$ cat config.mk
export PLATFORM = sky130hd
export DESIGN_NAME = mem_arbiter_flat
export DESIGN_NICKNAME = d
export VERILOG_FILES = /design/src/rtl/mem_arbiter_pkg.sv /design/src/rtl/mem_arbiter_if.sv /design/src/rtl/mem_tag_table.sv /design/src/rtl/mem_arbiter.sv /design/src/flat_wrapper.sv
export SDC_FILE = /design/constraint.sdc
export NUM_CORES = 1
export LEC_CHECK = 0
export ABC_AREA = 1
export CAP_MARGIN = 20
export CELL_PAD_IN_SITES_DETAIL_PLACEMENT = 0
export CELL_PAD_IN_SITES_GLOBAL_PLACEMENT = 1
export CORE_MARGIN = 5
export CORE_UTILIZATION = 36
export CTS_BUF_LIST = sky130_fd_sc_hd__clkbuf_16
export DETAILED_ROUTE_END_ITERATION = 12
export GPL_TIMING_DRIVEN = 0
export HOLD_SLACK_MARGIN = 0.1
export PLACE_DENSITY = 0.91
export SKIP_CTS_REPAIR_TIMING = 1
export SYNTH_ARGS = -nofsm -noshare
export SYNTH_HDL_FRONTEND = slang
export SYNTH_HIERARCHICAL = 1
export SYNTH_SLANG_ARGS = --single-unit
$ cat constraint.sdc
create_clock -name clock -period 5.3 [get_ports clock]
set_clock_uncertainty 0.15 [all_clocks]
set_input_delay 0.53 -clock clock [delete_from_list [all_inputs] [get_ports clock]]
set_output_delay 0.53 -clock clock [all_outputs]
set_load 0.005 [all_outputs]
$ cat src/rtl/mem_arbiter_pkg.sv
// Shared definitions for the memory-port arbiter: command encoding,
// boolean constants and requester identifiers.
package mem_arbiter_pkg;

    typedef enum logic [1:0] {
        MEM_CMD_NONE  = 2'd0,
        MEM_CMD_LOAD  = 2'd1,
        MEM_CMD_STORE = 2'd2
    } mem_cmd_t;

    localparam logic TRUE  = 1'b1;
    localparam logic FALSE = 1'b0;

    typedef enum logic [1:0] {
        REQ_IF = 2'd0,
        REQ_LD = 2'd1,
        REQ_ST = 2'd2
    } req_id_t;

endpackage

$ cat src/rtl/mem_arbiter_if.sv
// Bundle of requester, memory and status signals around mem_arbiter.
// master: the arbiter's view; slave: the caches and memory model.
interface mem_arbiter_if
    import mem_arbiter_pkg::*;
#(
    parameter int TAG_W = 4,
    parameter int IDX_W = 16,
    parameter int BLK_W = 64
) ();

    mem_cmd_t             if_qry_cmd, ld_qry_cmd, st_qry_cmd;
    logic [IDX_W-1:0]     if_qry_idx, ld_qry_idx, st_qry_idx;
    logic [BLK_W-1:0]     st_qry_blk;
    logic [TAG_W-1:0]     if_ack, ld_ack, st_ack;
    logic [TAG_W-1:0]     if_ans_tag, ld_ans_tag;
    logic [BLK_W-1:0]     if_ans_blk, ld_ans_blk;
    mem_cmd_t             mem_qry_cmd;
    logic [IDX_W-1:0]     mem_qry_idx;
    logic [BLK_W-1:0]     mem_qry_blk;
    logic [TAG_W-1:0]     mem_ack;
    logic [TAG_W-1:0]     mem_ans_tag;
    logic [BLK_W-1:0]     mem_ans_blk;
    logic                 err;

    modport master (
        input  if_qry_cmd, ld_qry_cmd, st_qry_cmd,
        input  if_qry_idx, ld_qry_idx, st_qry_idx, st_qry_blk,
        output if_ack, ld_ack, st_ack,
        output if_ans_tag, ld_ans_tag, if_ans_blk, ld_ans_blk,
        output mem_qry_cmd, mem_qry_idx, mem_qry_blk,
        input  mem_ack, mem_ans_tag, mem_ans_blk,
        output err
    );

    modport slave (
        output if_qry_cmd, ld_qry_cmd, st_qry_cmd,
        output if_qry_idx, ld_qry_idx, st_qry_idx, st_qry_blk,
        input  if_ack, ld_ack, st_ack,
        input  if_ans_tag, ld_ans_tag, if_ans_blk, ld_ans_blk,
        input  mem_qry_cmd, mem_qry_idx, mem_qry_blk,
        output mem_ack, mem_ans_tag, mem_ans_blk,
        input  err
    );

endinterface

$ cat src/rtl/mem_tag_table.sv
// Owner table for outstanding load tags. Written when memory acks a load,
// looked up and cleared when memory answers. A write and a clear to the
// same tag in one cycle leave the entry valid with the new owner.
module mem_tag_table
    import mem_arbiter_pkg::*;
#(
    parameter int TAG_W = 4
) (
    input  logic             clk,
    input  logic             rst_n,
    input  logic             wr_en_i,
    input  logic [TAG_W-1:0] wr_tag_i,
    input  req_id_t          wr_owner_i,
    output logic             wr_busy_o,
    input  logic [TAG_W-1:0] lk_tag_i,
    input  logic             clr_en_i,
    output logic             lk_valid_o,
    output req_id_t          lk_owner_o
);

    localparam int DEPTH = 1 << TAG_W;

    logic    valid_q [DEPTH];
    req_id_t owner_q [DEPTH];

    // Both ports read the table as it stood at the start of the cycle.
    assign wr_busy_o  = valid_q[wr_tag_i];
    assign lk_valid_o = valid_q[lk_tag_i];
    assign lk_owner_o = owner_q[lk_tag_i];

    // Valid bits: clear on answer, then set on ack so a same-tag write wins.
    always_ff @(posedge clk or negedge rst_n) begin
        if (!rst_n) begin
            for (int i = 0; i < DEPTH; i++) begin
                valid_q[i] <= FALSE;
            end
        end else begin
            // NOTE: non-blocking assignments make the later write win over the
            // earlier clear for the same index, and keep every read on old state.
            if (clr_en_i) valid_q[lk_tag_i] <= FALSE;
            if (wr_en_i)  valid_q[wr_tag_i] <= TRUE;
        end
    end

    // Owner payload: captured on ack.
    // NOTE: the payload array needs no reset; an entry is only read while its
    // valid bit is set, and that bit is always reset.
    always_ff @(posedge clk) begin
        if (wr_en_i) owner_q[wr_tag_i] <= wr_owner_i;
    end

endmodule

$ cat src/rtl/mem_arbiter.sv
// Arbitrates fetch loads, data loads and evict write-backs onto one tagged
// memory port, returns the accepted tag to the winner and steers answers
// back to the requester that owns each load tag.
module mem_arbiter
    import mem_arbiter_pkg::*;
#(
    parameter int TAG_W = 4,
    parameter int IDX_W = 16,
    parameter int BLK_W = 64
) (
    input  logic          clock,
    input  logic          reset,
    mem_arbiter_if.master bus
);

    localparam logic [0:0] IDLE = 1'b0;
    localparam logic [0:0] BUSY = 1'b1;

    logic [0:0]       state_q, state_d;
    req_id_t          grant_q, grant_d;
    logic             rr_ld_q, rr_ld_d;        // 1: ld wins an if/ld tie
    mem_cmd_t         qry_cmd_q, qry_cmd_d;
    logic [IDX_W-1:0] qry_idx_q, qry_idx_d;
    logic [BLK_W-1:0] qry_blk_q, qry_blk_d;
    logic [TAG_W-1:0] if_ack_q, if_ack_d, ld_ack_q, ld_ack_d, st_ack_q, st_ack_d;
    logic [TAG_W-1:0] if_ans_tag_q, if_ans_tag_d, ld_ans_tag_q, ld_ans_tag_d;
    logic [BLK_W-1:0] if_ans_blk_q, if_ans_blk_d, ld_ans_blk_q, ld_ans_blk_d;
    logic             err_q, err_d;

    logic    if_req, ld_req, st_req;
    logic    tbl_wr_en, tbl_wr_busy, tbl_lk_valid, ans_hit, ans_unknown;
    req_id_t tbl_lk_owner;

    assign if_req = (bus.if_qry_cmd != MEM_CMD_NONE);
    assign ld_req = (bus.ld_qry_cmd != MEM_CMD_NONE);
    assign st_req = (bus.st_qry_cmd != MEM_CMD_NONE);

    // A load ack claims a tag for its requester; store acks claim nothing.
    assign tbl_wr_en = (state_q == BUSY) && (bus.mem_ack != '0) &&
                       (qry_cmd_q == MEM_CMD_LOAD) && (grant_q != REQ_ST);

    assign ans_hit     = (bus.mem_ans_tag != '0) && tbl_lk_valid;
    assign ans_unknown = (bus.mem_ans_tag != '0) && !tbl_lk_valid;

    mem_tag_table #(.TAG_W(TAG_W)) u_tag_table (
        .clk        (clock),
        .rst_n      (reset),
        .wr_en_i    (tbl_wr_en),
        .wr_tag_i   (bus.mem_ack),
        .wr_owner_i (grant_q),
        .wr_busy_o  (tbl_wr_busy),
        .lk_tag_i   (bus.mem_ans_tag),
        .clr_en_i   (ans_hit),
        .lk_valid_o (tbl_lk_valid),
        .lk_owner_o (tbl_lk_owner)
    );

    // Arbitration FSM: pick a winner in IDLE, hold the query until memory acks.
    always_comb begin
        // NOTE: every output of this block gets a default first, so no path
        // through the case statement can leave a latch behind.
        state_d   = state_q;
        grant_d   = grant_q;
        rr_ld_d   = rr_ld_q;
        qry_cmd_d = qry_cmd_q;
        qry_idx_d = qry_idx_q;
        qry_blk_d = qry_blk_q;
        if_ack_d  = '0;
        ld_ack_d  = '0;
        st_ack_d  = '0;
        case (state_q)
            IDLE: begin
                if (st_req) begin
                    grant_d   = REQ_ST;
                    qry_cmd_d = bus.st_qry_cmd;
                    qry_idx_d = bus.st_qry_idx;
                    qry_blk_d = bus.st_qry_blk;
                    state_d   = BUSY;
                end else if (ld_req && (!if_req || rr_ld_q)) begin
                    grant_d   = REQ_LD;
                    qry_cmd_d = bus.ld_qry_cmd;
                    qry_idx_d = bus.ld_qry_idx;
                    qry_blk_d = '0;
                    rr_ld_d   = ~rr_ld_q;
                    state_d   = BUSY;
                end else if (if_req) begin
                    grant_d   = REQ_IF;
                    qry_cmd_d = bus.if_qry_cmd;
                    qry_idx_d = bus.if_qry_idx;
                    qry_blk_d = '0;
                    rr_ld_d   = ~rr_ld_q;
                    state_d   = BUSY;
                end
            end
            BUSY: begin
                if (bus.mem_ack != '0) begin
                    case (grant_q)
                        REQ_IF:  if_ack_d = bus.mem_ack;
                        REQ_LD:  ld_ack_d = bus.mem_ack;
                        default: st_ack_d = bus.mem_ack;
                    endcase
                    qry_cmd_d = MEM_CMD_NONE;
                    state_d   = IDLE;
                end
            end
            default: state_d = IDLE;
        endcase
    end

    // Answer steering and sticky protocol error, independent of FSM state.
    always_comb begin
        if_ans_tag_d = '0;
        ld_ans_tag_d = '0;
        if_ans_blk_d = '0;
        ld_ans_blk_d = '0;
        if (ans_hit) begin
            if (tbl_lk_owner == REQ_IF) begin
                if_ans_tag_d = bus.mem_ans_tag;
                if_ans_blk_d = bus.mem_ans_blk;
            end else begin
                ld_ans_tag_d = bus.mem_ans_tag;
                ld_ans_blk_d = bus.mem_ans_blk;
            end
        end
        err_d = err_q | ans_unknown | (tbl_wr_en && tbl_wr_busy);
    end

    // State and output registers; reset abandons any outstanding query.
    always_ff @(posedge clock or negedge reset) begin
        if (!reset) begin
            state_q      <= IDLE;
            grant_q      <= REQ_LD;
            rr_ld_q      <= TRUE;
            qry_cmd_q    <= MEM_CMD_NONE;
            qry_idx_q    <= '0;
            qry_blk_q    <= '0;
            if_ack_q     <= '0;
            ld_ack_q     <= '0;
            st_ack_q     <= '0;
            if_ans_tag_q <= '0;
            ld_ans_tag_q <= '0;
            if_ans_blk_q <= '0;
            ld_ans_blk_q <= '0;
            err_q        <= FALSE;
        end else begin
            state_q      <= state_d;
            grant_q      <= grant_d;
            rr_ld_q      <= rr_ld_d;
            qry_cmd_q    <= qry_cmd_d;
            qry_idx_q    <= qry_idx_d;
            qry_blk_q    <= qry_blk_d;
            if_ack_q     <= if_ack_d;
            ld_ack_q     <= ld_ack_d;
            st_ack_q     <= st_ack_d;
            if_ans_tag_q <= if_ans_tag_d;
            ld_ans_tag_q <= ld_ans_tag_d;
            if_ans_blk_q <= if_ans_blk_d;
            ld_ans_blk_q <= ld_ans_blk_d;
            err_q        <= err_d;
        end
    end

    assign bus.mem_qry_cmd = qry_cmd_q;
    assign bus.mem_qry_idx = qry_idx_q;
    assign bus.mem_qry_blk = qry_blk_q;
    assign bus.if_ack      = if_ack_q;
    assign bus.ld_ack      = ld_ack_q;
    assign bus.st_ack      = st_ack_q;
    assign bus.if_ans_tag  = if_ans_tag_q;
    assign bus.ld_ans_tag  = ld_ans_tag_q;
    assign bus.if_ans_blk  = if_ans_blk_q;
    assign bus.ld_ans_blk  = ld_ans_blk_q;
    assign bus.err         = err_q;

endmodule

$ cat src/flat_wrapper.sv
// flat-port wrapper written by rule: the top's interface ports become plain ports
module mem_arbiter_flat import mem_arbiter_pkg::*;
#(
    parameter int TAG_W = 4,
    parameter int IDX_W = 16,
    parameter int BLK_W = 64
)
  (clock, reset, bus_if_qry_cmd, bus_ld_qry_cmd, bus_st_qry_cmd, bus_if_qry_idx, bus_ld_qry_idx, bus_st_qry_idx, bus_st_qry_blk, bus_if_ack, bus_ld_ack, bus_st_ack, bus_if_ans_tag, bus_ld_ans_tag, bus_if_ans_blk, bus_ld_ans_blk, bus_mem_qry_cmd, bus_mem_qry_idx, bus_mem_qry_blk, bus_mem_ack, bus_mem_ans_tag, bus_mem_ans_blk, bus_err);
  mem_arbiter_if #(.TAG_W(TAG_W), .IDX_W(IDX_W), .BLK_W(BLK_W)) bus_i ();
  input  logic clock;
  input  logic reset;
  input wire logic [$bits(bus_i.if_qry_cmd)-1:0] bus_if_qry_cmd;
  input wire logic [$bits(bus_i.ld_qry_cmd)-1:0] bus_ld_qry_cmd;
  input wire logic [$bits(bus_i.st_qry_cmd)-1:0] bus_st_qry_cmd;
  input wire logic [$bits(bus_i.if_qry_idx)-1:0] bus_if_qry_idx;
  input wire logic [$bits(bus_i.ld_qry_idx)-1:0] bus_ld_qry_idx;
  input wire logic [$bits(bus_i.st_qry_idx)-1:0] bus_st_qry_idx;
  input wire logic [$bits(bus_i.st_qry_blk)-1:0] bus_st_qry_blk;
  output wire logic [$bits(bus_i.if_ack)-1:0] bus_if_ack;
  output wire logic [$bits(bus_i.ld_ack)-1:0] bus_ld_ack;
  output wire logic [$bits(bus_i.st_ack)-1:0] bus_st_ack;
  output wire logic [$bits(bus_i.if_ans_tag)-1:0] bus_if_ans_tag;
  output wire logic [$bits(bus_i.ld_ans_tag)-1:0] bus_ld_ans_tag;
  output wire logic [$bits(bus_i.if_ans_blk)-1:0] bus_if_ans_blk;
  output wire logic [$bits(bus_i.ld_ans_blk)-1:0] bus_ld_ans_blk;
  output wire logic [$bits(bus_i.mem_qry_cmd)-1:0] bus_mem_qry_cmd;
  output wire logic [$bits(bus_i.mem_qry_idx)-1:0] bus_mem_qry_idx;
  output wire logic [$bits(bus_i.mem_qry_blk)-1:0] bus_mem_qry_blk;
  input wire logic [$bits(bus_i.mem_ack)-1:0] bus_mem_ack;
  input wire logic [$bits(bus_i.mem_ans_tag)-1:0] bus_mem_ans_tag;
  input wire logic [$bits(bus_i.mem_ans_blk)-1:0] bus_mem_ans_blk;
  output wire logic [$bits(bus_i.err)-1:0] bus_err;
  assign bus_i.if_qry_cmd = bus_if_qry_cmd;
  assign bus_i.ld_qry_cmd = bus_ld_qry_cmd;
  assign bus_i.st_qry_cmd = bus_st_qry_cmd;
  assign bus_i.if_qry_idx = bus_if_qry_idx;
  assign bus_i.ld_qry_idx = bus_ld_qry_idx;
  assign bus_i.st_qry_idx = bus_st_qry_idx;
  assign bus_i.st_qry_blk = bus_st_qry_blk;
  assign bus_if_ack = bus_i.if_ack;
  assign bus_ld_ack = bus_i.ld_ack;
  assign bus_st_ack = bus_i.st_ack;
  assign bus_if_ans_tag = bus_i.if_ans_tag;
  assign bus_ld_ans_tag = bus_i.ld_ans_tag;
  assign bus_if_ans_blk = bus_i.if_ans_blk;
  assign bus_ld_ans_blk = bus_i.ld_ans_blk;
  assign bus_mem_qry_cmd = bus_i.mem_qry_cmd;
  assign bus_mem_qry_idx = bus_i.mem_qry_idx;
  assign bus_mem_qry_blk = bus_i.mem_qry_blk;
  assign bus_i.mem_ack = bus_mem_ack;
  assign bus_i.mem_ans_tag = bus_mem_ans_tag;
  assign bus_i.mem_ans_blk = bus_mem_ans_blk;
  assign bus_err = bus_i.err;
  mem_arbiter #(.TAG_W(TAG_W), .IDX_W(IDX_W), .BLK_W(BLK_W)) u_core (.clock(clock), .reset(reset), .bus(bus_i));
endmodule
# --- Word-level counts from Yosys, hierarchy flattened ---
# Memory sizes are Yosys's and may differ from the RTL's.
# Index checks and enable logic that the tools add are counted.
op_classes:
  n_lt_le_gt_ge: 4
  mux: 52
  bitwise: 10
  n_reduce_logical: 25
  eq_ne: 5
ops:
  columns: ["operator", "count"]
  rows:
  - ["2-to-1 mux 64 bit", 7]
  - ["2-to-1 mux 16 bit", 5]
  - ["2-to-1 mux 4 bit", 13]
  - ["AND 16 bit", 1]
  - ["NOT 16 bit", 1]
  - ["bitwise OR 16 bit", 1]
  - ["2-to-1 mux 1 bit", 14]
  - ["2-to-1 mux 2 bit", 7]
  - ["greater-or-equal comparator 5 bit, second input constant", 2]
  - ["less-than comparator 5 x 1 -> 1 bit, second input constant", 2]
  - ["NOT 4 -> 5 bit", 2]
  - ["logical AND 1 bit", 9]
  - ["binary-select mux 1 bit (select 4 bit)", 2]
  - ["demux 1 bit (select 4 bit)", 2]
  - ["nonzero test 2 bit", 4]
  - ["nonzero test 4 bit", 2]
  - ["== test 2 x 1 -> 1 bit, second input constant", 2]
  - ["logical NOT 2 bit", 2]
  - ["inequality test 2 bit, second input constant", 2]
  - ["inequality test 4 x 1 -> 1 bit, second input constant", 1]
  - ["case mux 2 bit (2 select lines)", 1]
  - ["AND reduction 2 bit", 2]
  - ["NOT 1 bit", 3]
  - ["AND reduction 3 bit", 1]
  - ["6 further kinds", 8]
totals:
  in_bits: 192
  mem_bits_rw: 32
  memories: 1
  elab_cells: 127
  out_inout_bits: 231
  regBits: 251
mem_list:
  columns: ["memory", "words", "width", "read_ports", "rd_ports_with_merged_regs", "wr", "line", "source"]
  rows:
  - ["u_core.u_tag_table.owner_q", 16, 2, 1, 0, 1, "mem_tag_table.sv:24", "req_id_t owner_q [DEPTH];"]

# --- Logic depth before layout (Yosys ltp) ---
# Gate-level depths: netlist of run 1.
depth:
  ltp_word: 10
  ltp_mapped: 18
  ltp_nobuf: 14

# --- Hierarchy ---
# Netlist of run 1, hierarchy kept.
by_module_without_submodules:
  columns: ["module", "area_each_um2", "seq_area_each_um2", "instances", "cells_each"]
  rows:
  - ["mem_arbiter", 8499.4, 5883.1, 1, 712]
  - ["mem_tag_table", 2553.7, 1361.3, 1, 322]

# --- Worst setup path before layout of run 1 ---
# Ideal clock, no wire load.
synth_timing:
  kind: "in2reg"
  start: "input bus_mem_ans_tag[0]"
  end: "register u_core/u_tag_table/valid_q[12] in the netlist's numbering"
  setup_time_ns: 0.132
  arrival_ns: 2.051
  required_time_ns: 5.018
  stages: 18
  path_slack_ns: 2.967
  path_cell_list: "buf_6 > inv_8 > buf_8 > nand2_1 > nand2_1 > nand2_1 > nand2_1 > nand2_1 > nand2_1 > inv_1 > nand2_1 > nand2_1 > buf_2 > buf_2 > inv_1 > nand3_1 > o21ai_0 > o21ai_0"
synth_via:
  elab_cells_between_ends: 16
  cone_classes: "2 x order compare; 7 x mux; 4 x bitwise; 3 x reduce/logical"
synth_lines:
  columns: ["item", "line", "source"]
  rows:
  - ["start, declared", "flat_wrapper.sv:30", "input wire logic [$bits(bus_i.mem_ans_tag)-1:0] bus_mem_ans_tag;"]
  - ["NOT 4 -> 5 bit (not written as such) (*)", "mem_tag_table.sv:28", "assign lk_valid_o = valid_q[lk_tag_i];"]
  - ["binary-select mux 1 bit (select 4 bit) (*)", "mem_tag_table.sv:28", null]
  - ["2-to-1 mux 1 bit (not written as such) (*) (2 in series)", "mem_tag_table.sv:28", null]
  - ["net u_core.tbl_lk_valid", "mem_arbiter.sv:31", "logic tbl_wr_en, tbl_wr_busy, tbl_lk_valid, ans_hit, ans_unknown;"]
  - ["logical AND 1 bit (*)", "mem_arbiter.sv:42", "assign ans_hit = (bus.mem_ans_tag != '0) && tbl_lk_valid;"]
  - ["net u_core.ans_hit", "mem_arbiter.sv:31", null]
  - ["2-to-1 mux 16 bit (*)", "mem_tag_table.sv:40", "if (clr_en_i) valid_q[lk_tag_i] <= FALSE;"]
  - ["bitwise OR 16 bit (no line)", null, null]
  - ["2-to-1 mux 16 bit (*)", "mem_tag_table.sv:41", "if (wr_en_i) valid_q[wr_tag_i] <= TRUE;"]
  - ["end signal, assigned by index", "mem_tag_table.sv:35", "valid_q[i] <= FALSE;"]
  - ["end signal, assigned by index", "mem_tag_table.sv:40", null]
  - ["end signal, assigned by index", "mem_tag_table.sv:41", null]
  - ["end, declared", "mem_tag_table.sv:23", "logic valid_q [DEPTH];"]
# Mark *: on every way through the listed nets, which the timed path passes. The rest lies on a longest branch. The select of a mux whose other input is x is not followed.
# A chain may end at the register's enable or synchronous reset.

# --- Final worst setup path of run 1 ---
layout_timing:
  start: "input bus_mem_ack[1]"
  end: "memory u_core/u_tag_table/owner_q[5][1] in the netlist's numbering, enable pin"
layout_via:
  elab_chain_len: 6
layout_rtl:
  columns: ["item", "line", "source"]
  rows:
  - ["start, declared", "flat_wrapper.sv:29", "input wire logic [$bits(bus_i.mem_ack)-1:0] bus_mem_ack;"]
  - ["nonzero test 4 bit", "mem_arbiter.sv:39", "assign tbl_wr_en = (state_q == BUSY) && (bus.mem_ack != '0) &&"]
  - ["logical AND 1 bit (2 in series)", "mem_arbiter.sv:39", null]
  - ["logical AND 1 bit", "mem_arbiter.sv:40", "(qry_cmd_q == MEM_CMD_LOAD) && (grant_q != REQ_ST);"]
  - ["net u_core.tbl_wr_en", "mem_arbiter.sv:31", null]
  - ["2-to-1 mux 1 bit", "mem_tag_table.sv:49", "if (wr_en_i) owner_q[wr_tag_i] <= wr_owner_i;"]
  - ["2-to-1 mux 1 bit (not written as such)", "mem_tag_table.sv:49", null]
  - ["end, declared", "mem_tag_table.sv:24", null]
# The timed path passes the listed nets, and every way through them passes these cells.

==> results of run 1 <==
[per-layer routing]
layer	global-route usage (%)	wire length, um	vias up
met5	0	13	-
li1	-	-	4310
met4	7.076	1169	2
met3	6.009	3253	74
met2	36.44	18780	405
met1	25.07	14180	4420
[cells in the mapped netlist]
cell type | instances | share of area [%]
nor4_1 | 1 | 0.057
inv_2 | 6 | 0.20
buf_2 | 27 | 1.2
buf_6 | 12 | 1.2
a22oi_2 | 15 | 1.7
nand4_1 | 1 | 0.057
nor2_2 | 4 | 0.23
nor2_1 | 39 | 1.3
o21ai_2 | 1 | 0.079
edfxtp_1 | 32 | 8.7
o211ai_1 | 15 | 1.0
xor2_1 | 1 | 0.079
clkbuf_1 | 16 | 0.54
a21oi_1 | 2 | 0.091
clkinv_1 | 1 | 0.034
o21bai_1 | 1 | 0.068
nand2_2 | 10 | 0.57
nand2_1 | 233 | 7.9
a22o_1 | 64 | 5.1
nand3b_1 | 1 | 0.068
inv_1 | 111 | 3.8
o21ai_1 | 9 | 0.41
dfrtp_1 | 249 | 56
inv_8 | 1 | 0.10
nor3_1 | 136 | 6.2
buf_12 | 1 | 0.18
buf_1 | 2 | 0.068
clkbuf_8 | 1 | 0.12
nor2_4 | 3 | 0.31
buf_8 | 1 | 0.14
o21ai_0 | 23 | 1.0
dfstp_2 | 2 | 0.48
nand3_1 | 12 | 0.54
and2_4 | 1 | 0.079
[worst max path at each step]
| stage | startpoint | slack, ns | depth (start not counted) | end |
|---|---|---|---|---|
| 2_1_floorplan | bus_mem_ans_tag[0] | 2.97 | 18 | u_core/u_tag_table/valid_q[12] |
| 3_3_place_gp | reset | -7.01 | 1 | u_core/bus.mem_qry_blk[19] |
| 3_5_place_dp | bus_mem_ack[1] | 1.42 | 7 | u_core/u_tag_table/owner_q[5][1] |
| 4_1_cts | u_core/grant_q[1] | 2.00 | 5 | u_core/u_tag_table/owner_q[5][1] |
| 5_1_grt | u_core/grant_q[1] | 1.87 | 5 | u_core/u_tag_table/owner_q[5][0] |
| 6_report | bus_mem_ack[1] | 1.95 | 7 | u_core/u_tag_table/owner_q[5][1] |
[cell families (layout without fill, tap and decap cells)]
group           count (synthesis)  after routing  share of synthesized area (%)
buf+inv                       179            658                          7.607
xor+xnor                        1              1                        0.07925
flops                         283            283                          65.54
compound gates                130            130                          9.475
simple gates                  441            441                          17.30
other cells                     0              2                              0
[power breakdown]
group	leakage (nW)	internal [W]	switching (W)	total [W]
Combinational	3.64	0.00128	0.00116	0.00243
Clock	0.495	0.00119	0.000866	0.00205
Sequential	3.63	0.00271	0.000314	0.00303
[worst register-to-register path: stages, from the launching register on]
cell and delay [ns]:
dfrtp_1 0.57, inv_2 0.23, nor2_1 0.06, nor4_1 0.93, nand3_1 0.67, nor2_1 0.39
[registers in the layout (all words and copies together) (netlist names)]
| signal | count |
|---|---|
| u_core/bus.ld_ack | 4 |
| u_core/state_q | 1 |
| u_core/rr_ld_q | 1 |
| u_core/bus.st_ack | 4 |
| u_core/bus.mem_qry_blk | 64 |
| u_core/bus.ld_ans_blk | 64 |
| u_core/grant_q | 2 |
| u_core/u_tag_table/owner_q | 32 |
| u_core/bus.err | 1 |
| u_core/bus.if_ans_blk | 64 |
| u_core/bus.ld_ans_tag | 4 |
| u_core/bus.mem_qry_cmd | 2 |
| u_core/bus.if_ack | 4 |
| u_core/u_tag_table/valid_q | 16 |
| u_core/bus.mem_qry_idx | 16 |
| u_core/bus.if_ans_tag | 4 |
[layout make-up]
cell class,instances,share of cell area [%]
Multi-Input combinational cell,572,17.63
Timing Repair Buffer,425,25.51
Clock buffer,32,4.758
Sequential cell,283,43.05
Buffer,60,2.297
Inverter,119,2.699
Antenna cell,2,0.02974
Tap cell,396,2.944
Clock inverter,22,1.078
[through the flow]
step | cells | hold slack (ns) | utilization, %
detailed placement | 1854 | 0.3338 | 52.03
floorplan | 1034 | 0.08441 | -
global placement | 1852 | 0.3277 | 51.83
finish | 1911 | 0.3416 | 55.31
global route | 1911 | 0.3586 | 55.31
CTS | 1908 | -0.2053 | 55.26
==> results_dict.tcl, run 1 <==
set metrics [dict create \
    outcome "completed" \
    r2r_setup_slack_ns 1.99 \
    clk_latency_ns 0.56 \
    fin_nets 1683 \
    viasPerCell 4.820 \
    synth-seq-area-share_pct 65.54 \
    row_count 64 \
    worst_ep_arrival_time_ns 3.43 \
    crit_chain "clkdlybuf4s50_1, nor2_1, nand2_1, nand2_1, nor4_1, nand3_1, nor2_1" \
    end_kind "register" \
    ioPinCount 423 \
    power_density_mw_per_mm2 446.4 \
    antenna_found_initial 3 \
    p_total_w 0.007513 \
    reg2reg_depth 5 \
    syn2layout_area_growth_pct 52.26 \
    cts_buffers 30 \
    nFillCells 2637 \
    period_share_pct 63.26 \
    syn_area_sq_mm 0.01105 \
    rr_endpoint "u_core/u_tag_table/owner_q[5][1]" \
    tightest_slew_ns 1.144 \
    core_sq_mm 0.03043 \
    die_area_sq_mm 0.03431 \
    ir_drop_uv 301.4 \
    relSlewSlack_pct 23.02 \
    hpwlAfterDp_um 28690 \
    synth-seq-cells 283 \
    rsz0062_at_grt "false" \
    netlist_instances 1034 \
    final_max_slew_viol_count 0 \
    grt_pass1_vias 9648 \
    vias 9211 \
    port_buffers 422 \
    hold_start "u_core/bus.mem_qry_idx[13]" \
    min_period_ns 3.353 \
    h-tree-depth 1 \
    synth_cell_types 34 \
    fmax_mhz 298.3 \
    layout-drive-gt1-share_pct 8.989 \
    clk_pin_slew_ns 0.06 \
    gr-usage-all-layers_pct 20.98 \
    wl_per_cell_um 19.57 \
    ctsLongestPathBuffers 3 \
    cp_data_required_time_ns 5.38 \
    drcViolationCount 0 \
    multi_input_area_sq_mm 0.002968 \
    ant_nets 0 \
    clock-sinks 283 \
    slowest_stage "nor4_1" \
    cp_num_buf_inv 1 \
    drt_iter0_markers 449 \
    wl_um 37400 \
    mostFrequentLayoutCells "clkdlybuf4s50_1 (421), dfrtp_1 (249), nand2_1 (233)" \
    maxCapViolCount 0 \
    reg2reg_from "u_core/grant_q[1]" \
    path_max_fanout 9 \
    leakagePower_nw 7.768 \
    cpPeakStageDelay_ns 0.88 \
    cts_tree "yes" \
    whs_path_depth 2 \
    pre_cts_slack_ns 1.417 \
    grt_max_degree 94 \
    critPathLaunchType "primary input" \
    grt_pass1_wl_um 55800 \
    ctsRootBufferMaster "clkbuf_16" \
    min_to "u_core/bus.mem_qry_idx[13]" \
    grt_overflow_total 0 \
    finalHoldViolCount 0 \
    synth.avg_cell_area_sq_um 10.69 \
    seq_area_sq_mm 0.007244 \
    syn-num-nets 1226 \
    die_w_um 185.2 \
    yosys_warnings 6 \
    placed_cell_area_sq_mm 0.01583 \
    criticalPathCategory "primary input to register" \
    die_y_um 185.2 \
    crit_family "simple AND/OR/NAND/NOR gates" \
    place_congestion 0.8336 \
    fin_area_sq_mm 0.01683 \
    layout_commonest_cell "clkdlybuf4s50_1" \
    worstHoldPathType "register to register" \
    fin_tns_setup_ns 0 \
    worst_slack_ns 1.947 \
    start_util_pct 36.32 \
    finalSetupViolCount 0 \
    drtPass1Iterations 5 \
]
No activity file was read; power rests on OpenSTA's default activity.
==> run 2, diff against run 1 <==
--- a/config.mk
+++ b/config.mk
@@ -10,12 +10,12 @@
 export CELL_PAD_IN_SITES_DETAIL_PLACEMENT = 0
 export CELL_PAD_IN_SITES_GLOBAL_PLACEMENT = 1
 export CORE_MARGIN = 5
-export CORE_UTILIZATION = 36
+export CORE_UTILIZATION = 33
 export CTS_BUF_LIST = sky130_fd_sc_hd__clkbuf_16
 export DETAILED_ROUTE_END_ITERATION = 12
 export GPL_TIMING_DRIVEN = 0
 export HOLD_SLACK_MARGIN = 0.1
-export PLACE_DENSITY = 0.91
+export PLACE_DENSITY = 0.85
 export SKIP_CTS_REPAIR_TIMING = 1
 export SYNTH_ARGS = -nofsm -noshare
 export SYNTH_HDL_FRONTEND = slang
==> constraint.sdc (replaced) <==
create_clock -name clock -period 3.4 [get_ports clock]
set_clock_uncertainty 0.15 [all_clocks]
set_input_delay 0.34 -clock clock [delete_from_list [all_inputs] [get_ports clock]]
set_output_delay 0.34 -clock clock [all_outputs]
set_load 0.005 [all_outputs]
==> results_dict.tcl, run 2 (synthesis results as in run 1) <==
set metrics [dict create \
    cts_buffers 30 \
    viasPerCell 4.659 \
    criticalPathCategory "primary input to register" \
    r2r_setup_slack_ns 0.64 \
    fin_area_sq_mm 0.01682 \
    port_buffers 422 \
    outcome "completed" \
    seq_area_sq_mm 0.007244 \
    finalHoldViolCount 0 \
    hold_start "bus_mem_ans_blk[15]" \
    ir_drop_uv 411.0 \
    critPathLaunchType "primary input" \
    holdWs_ns 0.1701 \
    core_sq_mm 0.03328 \
    gr-usage-all-layers_pct 18.72 \
    clk_latency_ns 0.57 \
    cts_tree "yes" \
    grt_overflow_total 0 \
    die_area_sq_mm 0.03725 \
    nFillCells 3015 \
    clk_pin_slew_ns 0.07 \
    fin_nets 1684 \
    post-route-util_pct 50.55 \
    relSlewSlack_pct 54.85 \
    reg2reg_depth 5 \
    worstHoldPathType "primary input to register" \
    power_density_mw_per_mm2 681.5 \
    layout_commonest_cell "clkdlybuf4s50_1" \
    h-tree-depth 1 \
    vias 9131 \
    path_max_fanout 10 \
    hpwlAfterDp_um 27900 \
    min_period_ns 2.926 \
    antenna_found_initial 1 \
    ioPinCount 423 \
    multi_input_area_sq_mm 0.002974 \
    final_max_slew_viol_count 0 \
    drtPass1Iterations 5 \
    reg2reg_from "u_core/grant_q[1]" \
    placed_cell_area_sq_mm 0.01590 \
    pre_cts_slack_ns -0.1624 \
    mostFrequentLayoutCells "clkdlybuf4s50_1 (421), dfrtp_1 (249), nand2_1 (233)" \
    end_kind "register" \
    worst_slack_ns 0.4736 \
    wl_per_cell_um 18.69 \
    fin_tns_setup_ns 0 \
    period_share_pct 86.07 \
    whs_path_depth 3 \
    ctsRootBufferMaster "clkbuf_16" \
    clock-sinks 283 \
    fmax_mhz 341.7 \
    ant_nets 0 \
    layout-drive-gt1-share_pct 8.466 \
    rsz0062_at_grt "false" \
    drt_iter0_markers 467 \
    min_to "u_core/bus.ld_ans_blk[15]" \
    drcViolationCount 0 \
    place_congestion 0.8977 \
    die_w_um 193.0 \
    tightest_slew_ns 0.6750 \
    syn2layout_area_growth_pct 52.20 \
    grt_max_degree 127 \
    start_util_pct 33.21 \
    grt_pass1_vias 9480 \
    cp_data_required_time_ns 3.64 \
    wl_um 36630 \
    rr_endpoint "u_core/u_tag_table/owner_q[1][0]" \
    worst_ep_arrival_time_ns 3.17 \
    grt_pass1_wl_um 54390 \
    row_count 67 \
    antenna_cells 0 \
    leakagePower_nw 7.735 \
    maxCapViolCount 0 \
    ctsLongestPathBuffers 3 \
    die_y_um 193.0 \
    finalSetupViolCount 0 \
]
==> run 2: cell types whose count changed in the layout (fill, tap and decap cells not counted), sizes merged <==
cell	previous run	this run
clkbuf	49	48
inv	121	126
bufinv	2	0
clkinvlp	2	3
diode	2	0
dlygate4sd3	1	2
clkinv	16	11
==> run 2: per-layer routing <==
| layer | routed length [um] | GRT usage, % |
|---|---|---|
| met1 | 14360 | 23.11 |
| met2 | 17830 | 31.91 |
| met3 | 3488 | 5.762 |
| met4 | 930 | 5.365 |
| met5 | 20 | 0 |
==> run 2: stage by stage <==
step / power [W] / cells
2_1_floorplan: 0.006228 / 1034
3_3_place_gp: 0.008520 / 1904
3_5_place_dp: 0.008557 / 1906
4_1_cts: 0.01161 / 1958
5_1_grt: 0.01214 / 1960
6_report: 0.01146 / 1960
==> run 2: how the worst max path moves through the flow <==
stage	startpoint	to
2_1_floorplan	bus_mem_ans_tag[0]	u_core/u_tag_table/valid_q[12]
3_3_place_gp	reset	u_core/bus.mem_qry_blk[16]
3_5_place_dp	bus_mem_ack[1]	u_core/u_tag_table/owner_q[1][0]
4_1_cts	u_core/grant_q[1]	u_core/u_tag_table/owner_q[1][0]
5_1_grt	bus_mem_ans_tag[0]	u_core/bus.if_ans_blk[52]
6_report	bus_mem_ans_tag[0]	u_core/bus.if_ans_blk[52]
==> run 2: final cells by class <==
type,instances,share of cell area (%)
Timing Repair Buffer,426,25.59
Clock inverter,21,0.7289
Clock buffer,31,4.611
Sequential cell,283,43.06
Tap cell,448,3.332
Buffer,60,2.298
Inverter,119,2.700
Multi-Input combinational cell,572,17.68
==> run 2: power by group <==
part / internal [W] / switching, W
Clock: 0.00164 / 0.00133
Sequential: 0.00423 / 0.000479
Combinational: 0.00199 / 0.00179
Total: 0.00786 / 0.00360
==> run 2: worst max-delay path: stages <==
cell	delay, ns
clkdlybuf4s50_1	0.50
buf_6	0.18
inv_8	0.06
buf_8	0.15
nand2_1	0.06
nand2_1	0.05
nand2_1	0.05
nand2_1	0.04
nand2_1	0.07
nand2_1	0.05
inv_1	0.05
nand2_1	0.05
nor2_2	0.35
inv_2	0.11
clkbuf_1	0.28
buf_2	0.27
nor3_1	0.48
